--- config.mk ---
export PLATFORM = sky130hd
export DESIGN_NAME = uart_tx_fifo
export DESIGN_NICKNAME = d
export VERILOG_FILES = /design/src/rtl/uart_tx_fifo.sv
export SDC_FILE = /design/constraint.sdc
export NUM_CORES = 1
export LEC_CHECK = 0
export ABC_AREA = 1
export CORE_MARGIN = 5
export CORE_UTILIZATION = 40
export CTS_BUF_LIST = sky130_fd_sc_hd__clkbuf_4 sky130_fd_sc_hd__clkbuf_8 sky130_fd_sc_hd__clkbuf_16
export DETAILED_ROUTE_END_ITERATION = 8
export HOLD_SLACK_MARGIN = 0.02
export PLACE_DENSITY = 0.57
export REMOVE_ABC_BUFFERS = 1
export SETUP_SLACK_MARGIN = 0.2
export SKIP_CTS_REPAIR_TIMING = 1
export SLEW_MARGIN = 20
export SYNTH_ARGS = -nofsm -noshare
export SYNTH_HDL_FRONTEND = slang
export SYNTH_SLANG_ARGS = --single-unit
--- constraint.sdc ---
create_clock -name clk -period 1.65 [get_ports clk]
set_input_delay 0.165 -clock clk [delete_from_list [all_inputs] [get_ports clk]]
set_output_delay 0.165 -clock clk [all_outputs]
set_load 0.01 [all_outputs]
--- src/rtl/uart_tx_fifo.sv ---
// UART transmitter fed by a small word FIFO. Writes go into the FIFO. The FSM pops the head
// into a shift register and sends back-to-back frames with optional parity and 1 or 2 stop bits.
module uart_tx_fifo #(
    parameter int DATA_W       = 8,
    parameter int CLKS_PER_BIT = 16,
    parameter int FIFO_DEPTH   = 4,
    parameter int PARITY       = 0,
    parameter int STOP_BITS    = 1
) (
    input  logic                         clk,
    input  logic                         reset,
    input  logic                         start,
    input  logic [DATA_W-1:0]            data,
    output logic                         ready,
    output logic [$clog2(FIFO_DEPTH):0]  fifo_count,
    output logic                         overflow,
    output logic                         tx_busy,
    output logic                         tx_done,
    output logic                         tx
);

    localparam int PTR_W = $clog2(FIFO_DEPTH);
    localparam int CNT_W = PTR_W + 1;
    localparam int CLK_W = (CLKS_PER_BIT > 1) ? $clog2(CLKS_PER_BIT) : 1;

    localparam logic [CLK_W-1:0] CLK_LAST  = CLK_W'(CLKS_PER_BIT - 1);
    localparam logic [3:0]       DATA_LAST = 4'(DATA_W - 1);
    localparam logic [3:0]       STOP_LAST = 4'(STOP_BITS - 1);
    localparam logic [CNT_W-1:0] DEPTH     = CNT_W'(FIFO_DEPTH);
    localparam logic             ODD_PAR   = (PARITY == 2);

    typedef enum logic [2:0] {
        S_IDLE,
        S_START,
        S_DATA,
        S_PAR,
        S_STOP
    } state_t;

    state_t              r_state;
    state_t              w_state_nxt;

    logic [DATA_W-1:0]   r_mem [FIFO_DEPTH];
    logic [PTR_W-1:0]    r_wr_ptr;
    logic [PTR_W-1:0]    r_rd_ptr;
    logic [CNT_W-1:0]    r_count;
    logic [CNT_W-1:0]    w_count_nxt;
    logic                r_ready;
    logic                r_overflow;

    logic [CLK_W-1:0]    r_clk_cnt;
    logic [3:0]          r_bit_idx;
    logic [DATA_W-1:0]   r_shift;
    logic [DATA_W-1:0]   w_shift_nxt;
    logic                r_parity;
    logic                r_tx;
    logic                w_tx_nxt;
    logic                r_tx_done;
    logic                r_busy;

    logic                w_push;
    logic                w_pop;
    logic                w_done;
    logic                w_bit_end;
    logic [DATA_W-1:0]   w_head;

    // ready is registered, so a write while full is refused even if a pop frees a slot this cycle.
    assign w_push    = start & r_ready;
    assign w_bit_end = (r_clk_cnt == CLK_LAST);
    assign w_head    = r_mem[r_rd_ptr];

    // NOTE: every signal written in an always_comb gets a default first; otherwise a missed branch infers a latch.
    always_comb begin
        w_state_nxt = r_state;
        w_pop       = 1'b0;
        w_done      = 1'b0;
        case (r_state)
            S_IDLE: begin
                if (r_count != '0) begin
                    w_pop       = 1'b1;
                    w_state_nxt = S_START;
                end
            end
            S_START: begin
                if (w_bit_end) w_state_nxt = S_DATA;
            end
            S_DATA: begin
                if (w_bit_end && r_bit_idx == DATA_LAST)
                    w_state_nxt = (PARITY != 0) ? S_PAR : S_STOP;
            end
            S_PAR: begin
                if (w_bit_end) w_state_nxt = S_STOP;
            end
            S_STOP: begin
                if (w_bit_end && r_bit_idx == STOP_LAST) begin
                    w_done = 1'b1;
                    if (r_count != '0) begin
                        w_pop       = 1'b1;
                        w_state_nxt = S_START;
                    end else begin
                        w_state_nxt = S_IDLE;
                    end
                end
            end
            default: w_state_nxt = S_IDLE;
        endcase
    end

    // tx is registered from the next state, so the line changes on the same edge as the state.
    always_comb begin
        w_shift_nxt = r_shift;
        if (w_pop)
            w_shift_nxt = w_head;
        else if (r_state == S_DATA && w_bit_end)
            w_shift_nxt = r_shift >> 1;

        w_tx_nxt = 1'b1;
        case (w_state_nxt)
            S_START: w_tx_nxt = 1'b0;
            S_DATA:  w_tx_nxt = w_shift_nxt[0];
            S_PAR:   w_tx_nxt = r_parity;
            default: w_tx_nxt = 1'b1;
        endcase
    end

    always_comb begin
        w_count_nxt = r_count;
        if (w_push && !w_pop)
            w_count_nxt = r_count + CNT_W'(1);
        else if (!w_push && w_pop)
            w_count_nxt = r_count - CNT_W'(1);
    end

    // NOTE: sequential state uses non-blocking assignments so every register samples pre-edge values.
    always_ff @(posedge clk) begin
        if (!reset) r_state <= S_IDLE;
        else        r_state <= w_state_nxt;
    end

    // NOTE: the storage array has no reset; the reset pointers and count make stale contents unreachable.
    always_ff @(posedge clk) begin
        if (w_push) r_mem[r_wr_ptr] <= data;
    end

    always_ff @(posedge clk) begin
        if (!reset) begin
            r_wr_ptr   <= '0;
            r_rd_ptr   <= '0;
            r_count    <= '0;
            r_ready    <= 1'b1;
            r_overflow <= 1'b0;
            r_clk_cnt  <= '0;
            r_bit_idx  <= '0;
            r_shift    <= '0;
            r_parity   <= 1'b0;
            r_tx       <= 1'b1;
            r_tx_done  <= 1'b0;
            r_busy     <= 1'b0;
        end else begin
            if (w_push) r_wr_ptr <= r_wr_ptr + PTR_W'(1);
            if (w_pop)  r_rd_ptr <= r_rd_ptr + PTR_W'(1);
            r_count <= w_count_nxt;
            r_ready <= (w_count_nxt != DEPTH);
            if (start && !r_ready) r_overflow <= 1'b1;

            if (r_state == S_IDLE || w_bit_end) r_clk_cnt <= '0;
            else                                r_clk_cnt <= r_clk_cnt + CLK_W'(1);

            if (w_state_nxt != r_state)
                r_bit_idx <= '0;
            else if (w_bit_end && (r_state == S_DATA || r_state == S_STOP))
                r_bit_idx <= r_bit_idx + 4'd1;

            if (w_pop) r_parity <= (^w_head) ^ ODD_PAR;
            r_shift   <= w_shift_nxt;
            r_tx      <= w_tx_nxt;
            r_tx_done <= w_done;
            r_busy    <= (w_state_nxt != S_IDLE);
        end
    end

    assign ready      = r_ready;
    assign fifo_count = r_count;
    assign overflow   = r_overflow;
    assign tx_busy    = r_busy;
    assign tx_done    = r_tx_done;
    assign tx         = r_tx;

endmodule

==> summary.md <==
| Metric | Value |
|---|---|
| Via/cell ratio | ~4.6 |
| FF-to-FF path depth | 9 |
| Die Ht | approximately 99 µm |
| Number of distinct library cells after synthesis | 35 |
| Most used cell, CP | nand3_1 |
| Root buffer cell | clkbuf_8 |
| Die ar. | a little under 10000 µm² |
| Main combinational cell family by area after synthesis | simple AND/OR/NAND/NOR gates |
| Worst Hold End | r_rd_ptr[1] |
| Nets | around 450 |
| Count leader, synth | nand2_1 |
| Mapped Area | roughly 3200 µm² |
| Slew HR | 75.7% |
| First-pass GRT wire length | roughly 10000 µm |
| Setup Crit Path Kind | flip-flop to flip-flop |
| Fmax | 0.644 GHz |
| Layout area overhead | 29.5% |
| Power Total | 0.00653 W |
| FF-to-FF Start | r_clk_cnt[0] |
| Initial detailed-routing violation count | 66 |
| Post-synth top area cell | edfxtp_1 |
| Vias in the first global route | ~2.2k |
| Final Hold Vio Count | 0 |
| Number of synthesized flops with an enable pin | 32 |
| Fin util | a little over half |
| Routed via count | between 2k and 2.5k |
| Area after DPL | ~3600 µm² |
| Synth async-reset ratio | 0% |
| Final Cycle Share | 94.2% |
| Avg Cell Area, Syn | 8.40 µm² |
| H-tree levels | 3 |
| Initial antenna violation count | 0 |
| Clock Skews | 0.0136 ns |
| FILL cells | about 720 |
| Cell Rows | 32 |
| Final GP Congestion | approximately 0.82 |
| Post-synth top cells | nand2_1, inv_1, nor2_1, dfxtp_1, edfxtp_1 |
| Req. time, crit path | 1.89 ns |
| Total GRT Usage | roughly an eighth |
| Critical path peak fanout | 6 |
| Die width | 99.0 µm |
| Pin count of the biggest net entering global routing | 19 |
| Crit path cell chain | ha_4, nand3_4, o21ai_4, nand2_4, buf_6, nand3_1, a21oi_1, nor2_2, nand3_1 |
| R2R Setup Slk | between 0.09 and 0.1 ns |
| Wire per inst | around 12 µm |
| Post-Synth Simple-Gate Area | between 20% and 30% |
| RSZ-0062 raised after global routing | true |
| Synth Area in XOR/XNOR | between 1.5 and 2% |
| Synth Instances | 377 |
| Syn. warnings | 0 |
| CTS Buf Count | 9 |
| Worst hold-check path type | flip-flop to flip-flop |
| Status | finished clean |
| Reg clk slew, reported paths | roughly 0.08 ns |
| Yosys top cell area share | 30.4% |
| Leakage | approximately 1.8 nW |
| N_diodes | 0 |
| TritonCTS clock tree | done |
| Core Region | 7730 µm² |
| Slew Viols, Final | 0 |
| Number of antenna-violating nets in the routed design | 0 |
| Cell Count, Final, Fillers Out | 540 |
| Top_reg_cell synth | dfxtp_1 |
| Cell area after layout | between 4000 and 5000 µm² |
| Worst vdd ir | between 0.6 and 0.7 mV |
| Min-delay src | r_rd_ptr[1] |
| PwrDens | approximately 1600 nW/µm² |
| Critical Path End Type | flip-flop |
| Hold Crit Depth | 1 |
| Area contributors post-synth | edfxtp_1, dfxtp_1, nand2_1 |
| Sequential area share after synthesis | between 50% and 60% |
| Nature of the critical path startpoint | flip-flop |
| CP max stage cell | dfxtp_2 |
| CP delay by family, top | simple AND/OR/NAND/NOR gates |
| Port bufs | 18 |
| DP Cell Count | between 500 and 600 |
| Crit path largest cell delay | about 0.36 ns |
| Final HPWL DP | 4370 µm |
| Post-synthesis compound-gate area fraction | under 10% |
| Post-synthesis adder-cell area fraction | between 3 and 4% |
| Initial Utilization | 41.0% |
| First-pass detailed-route iteration total | 4 |
| Post-Route WL | approximately 6400 µm |
| Min Tclk post-route | roughly 1.6 ns |
| Max cap viols | 0 |
| Fraction of layout instances using a drive strength above 1 | about 28% |
| Mux cell area share after synthesis | less than 1% |
| IO Pins | 19 |
| Worst skew pair latency | 0.34 ns |
| Final-report setup violation count | 0 |
| Grt total ovfl | 0 |
| Clock tree buffer depth | 2 |
| Worst path arrival time | 1.79 ns |
| Worst path buffer plus inverter count | 1 |
| Yosys reg bits | 66 |
| DRC violations left | 0 |
| Sink Count | 66 |
| Least-Margin Pin Slew | ~0.36 ns |
| FF-to-FF End | ready |
cells in the final DEF, fill, tap and decap left out, drive strengths merged, types with 3 or more instances in the layout:
cell type      synthesis  layout
xor2                   5       5
edfxtp                32      32
dfxtp                 34      34
dlymetal6s2s           0       4
nand2                133     133
clkinv                 1       5
inv                   45      45
a21oi                 12      12
nand3                 29      30
a31oi                  3       3
clkbuf                 1      10
o21ai                 14      14
clkdlybuf4s50          0      14
ha                    10      10
buf                    6      32
nor2                  42      42
final cells by class:
cell class | count | area, µm² | share of cell area, %
Sequential cell | 66 | 1660 | 40.4
Clock inverter | 7 | 70.1 | 1.71
Multi-Input combinational cell | 259 | 1450 | 35.3
Inverter | 46 | 190 | 4.64
Tap cell | 102 | 128 | 3.11
Clock buffer | 9 | 124 | 3.02
Timing Repair Buffer | 51 | 483 | 11.8
where the power goes:
part | total (W) | switching [W] | leakage (nW) | internal (W)
clock network | 0.00133 | 0.000641 | 0.0905 | 0.000692
logic | 0.00299 | 0.00172 | 1.10 | 0.00127
registers | 0.00221 | 0.000180 | 0.576 | 0.00203
total | 0.00653 | 0.00254 | 1.77 | 0.00398
through the flow:
step           setup WS [ns]  hold slack, ns  setup TNS, ns
6_report              0.0964           0.445              0
5_1_grt               0.0137           0.445              0
4_1_cts              -0.0560           0.439         -0.161
3_5_place_dp         -0.0432           0.439        -0.0578
3_3_place_gp        -0.00767           0.423       -0.00767
2_1_floorplan        -0.0175           0.264        -0.0175
flip-flops by register name (all words and copies together) (netlist names), 2 cells and up, named ones only:
signal / count
fifo_count: 3
r_bit_idx: 4
r_clk_cnt: 4
r_mem: 32
r_rd_ptr: 2
r_shift: 8
r_state: 3
r_wr_ptr: 2
logic make-up (layout without fill, tap and decap cells):
family / Yosys count / in the layout
and+or+nand+nor: 207 / 208
adders and majority gates: 10 / 10
xor gates and xnor gates: 6 / 6
buffers and inverters: 53 / 113
DFF: 66 / 66
muxes: 1 / 1
AOI/OAI and AO/OA: 34 / 34
routing by layer:
layer / vias to the layer above / wire length, µm / global-route usage [%] / share of wire, %
met5: - / 0 / 0 / 0
met4: 0 / 77 / 5.78 / 1.2
met3: 5 / 163 / 3.26 / 2.5
met2: 33 / 3190 / 21.9 / 49
met1: 1119 / 3020 / 16.5 / 47
li1: 1316 / - / - / -
worst max path at each step:
stage                         to  cells after the start  slack (ns)           from
finish                     ready                      9         0.1   r_clk_cnt[0]
global route        r_bit_idx[2]                     13        0.01   r_bit_idx[1]
CTS                        ready                      9       -0.06   r_clk_cnt[0]
detailed placement         ready                      9       -0.04   r_clk_cnt[1]
global placement           ready                      9      -0.008   r_clk_cnt[0]
floorplan                  ready                     11       -0.02  fifo_count[0]
Note: power is estimated with default switching activity, not from simulation.
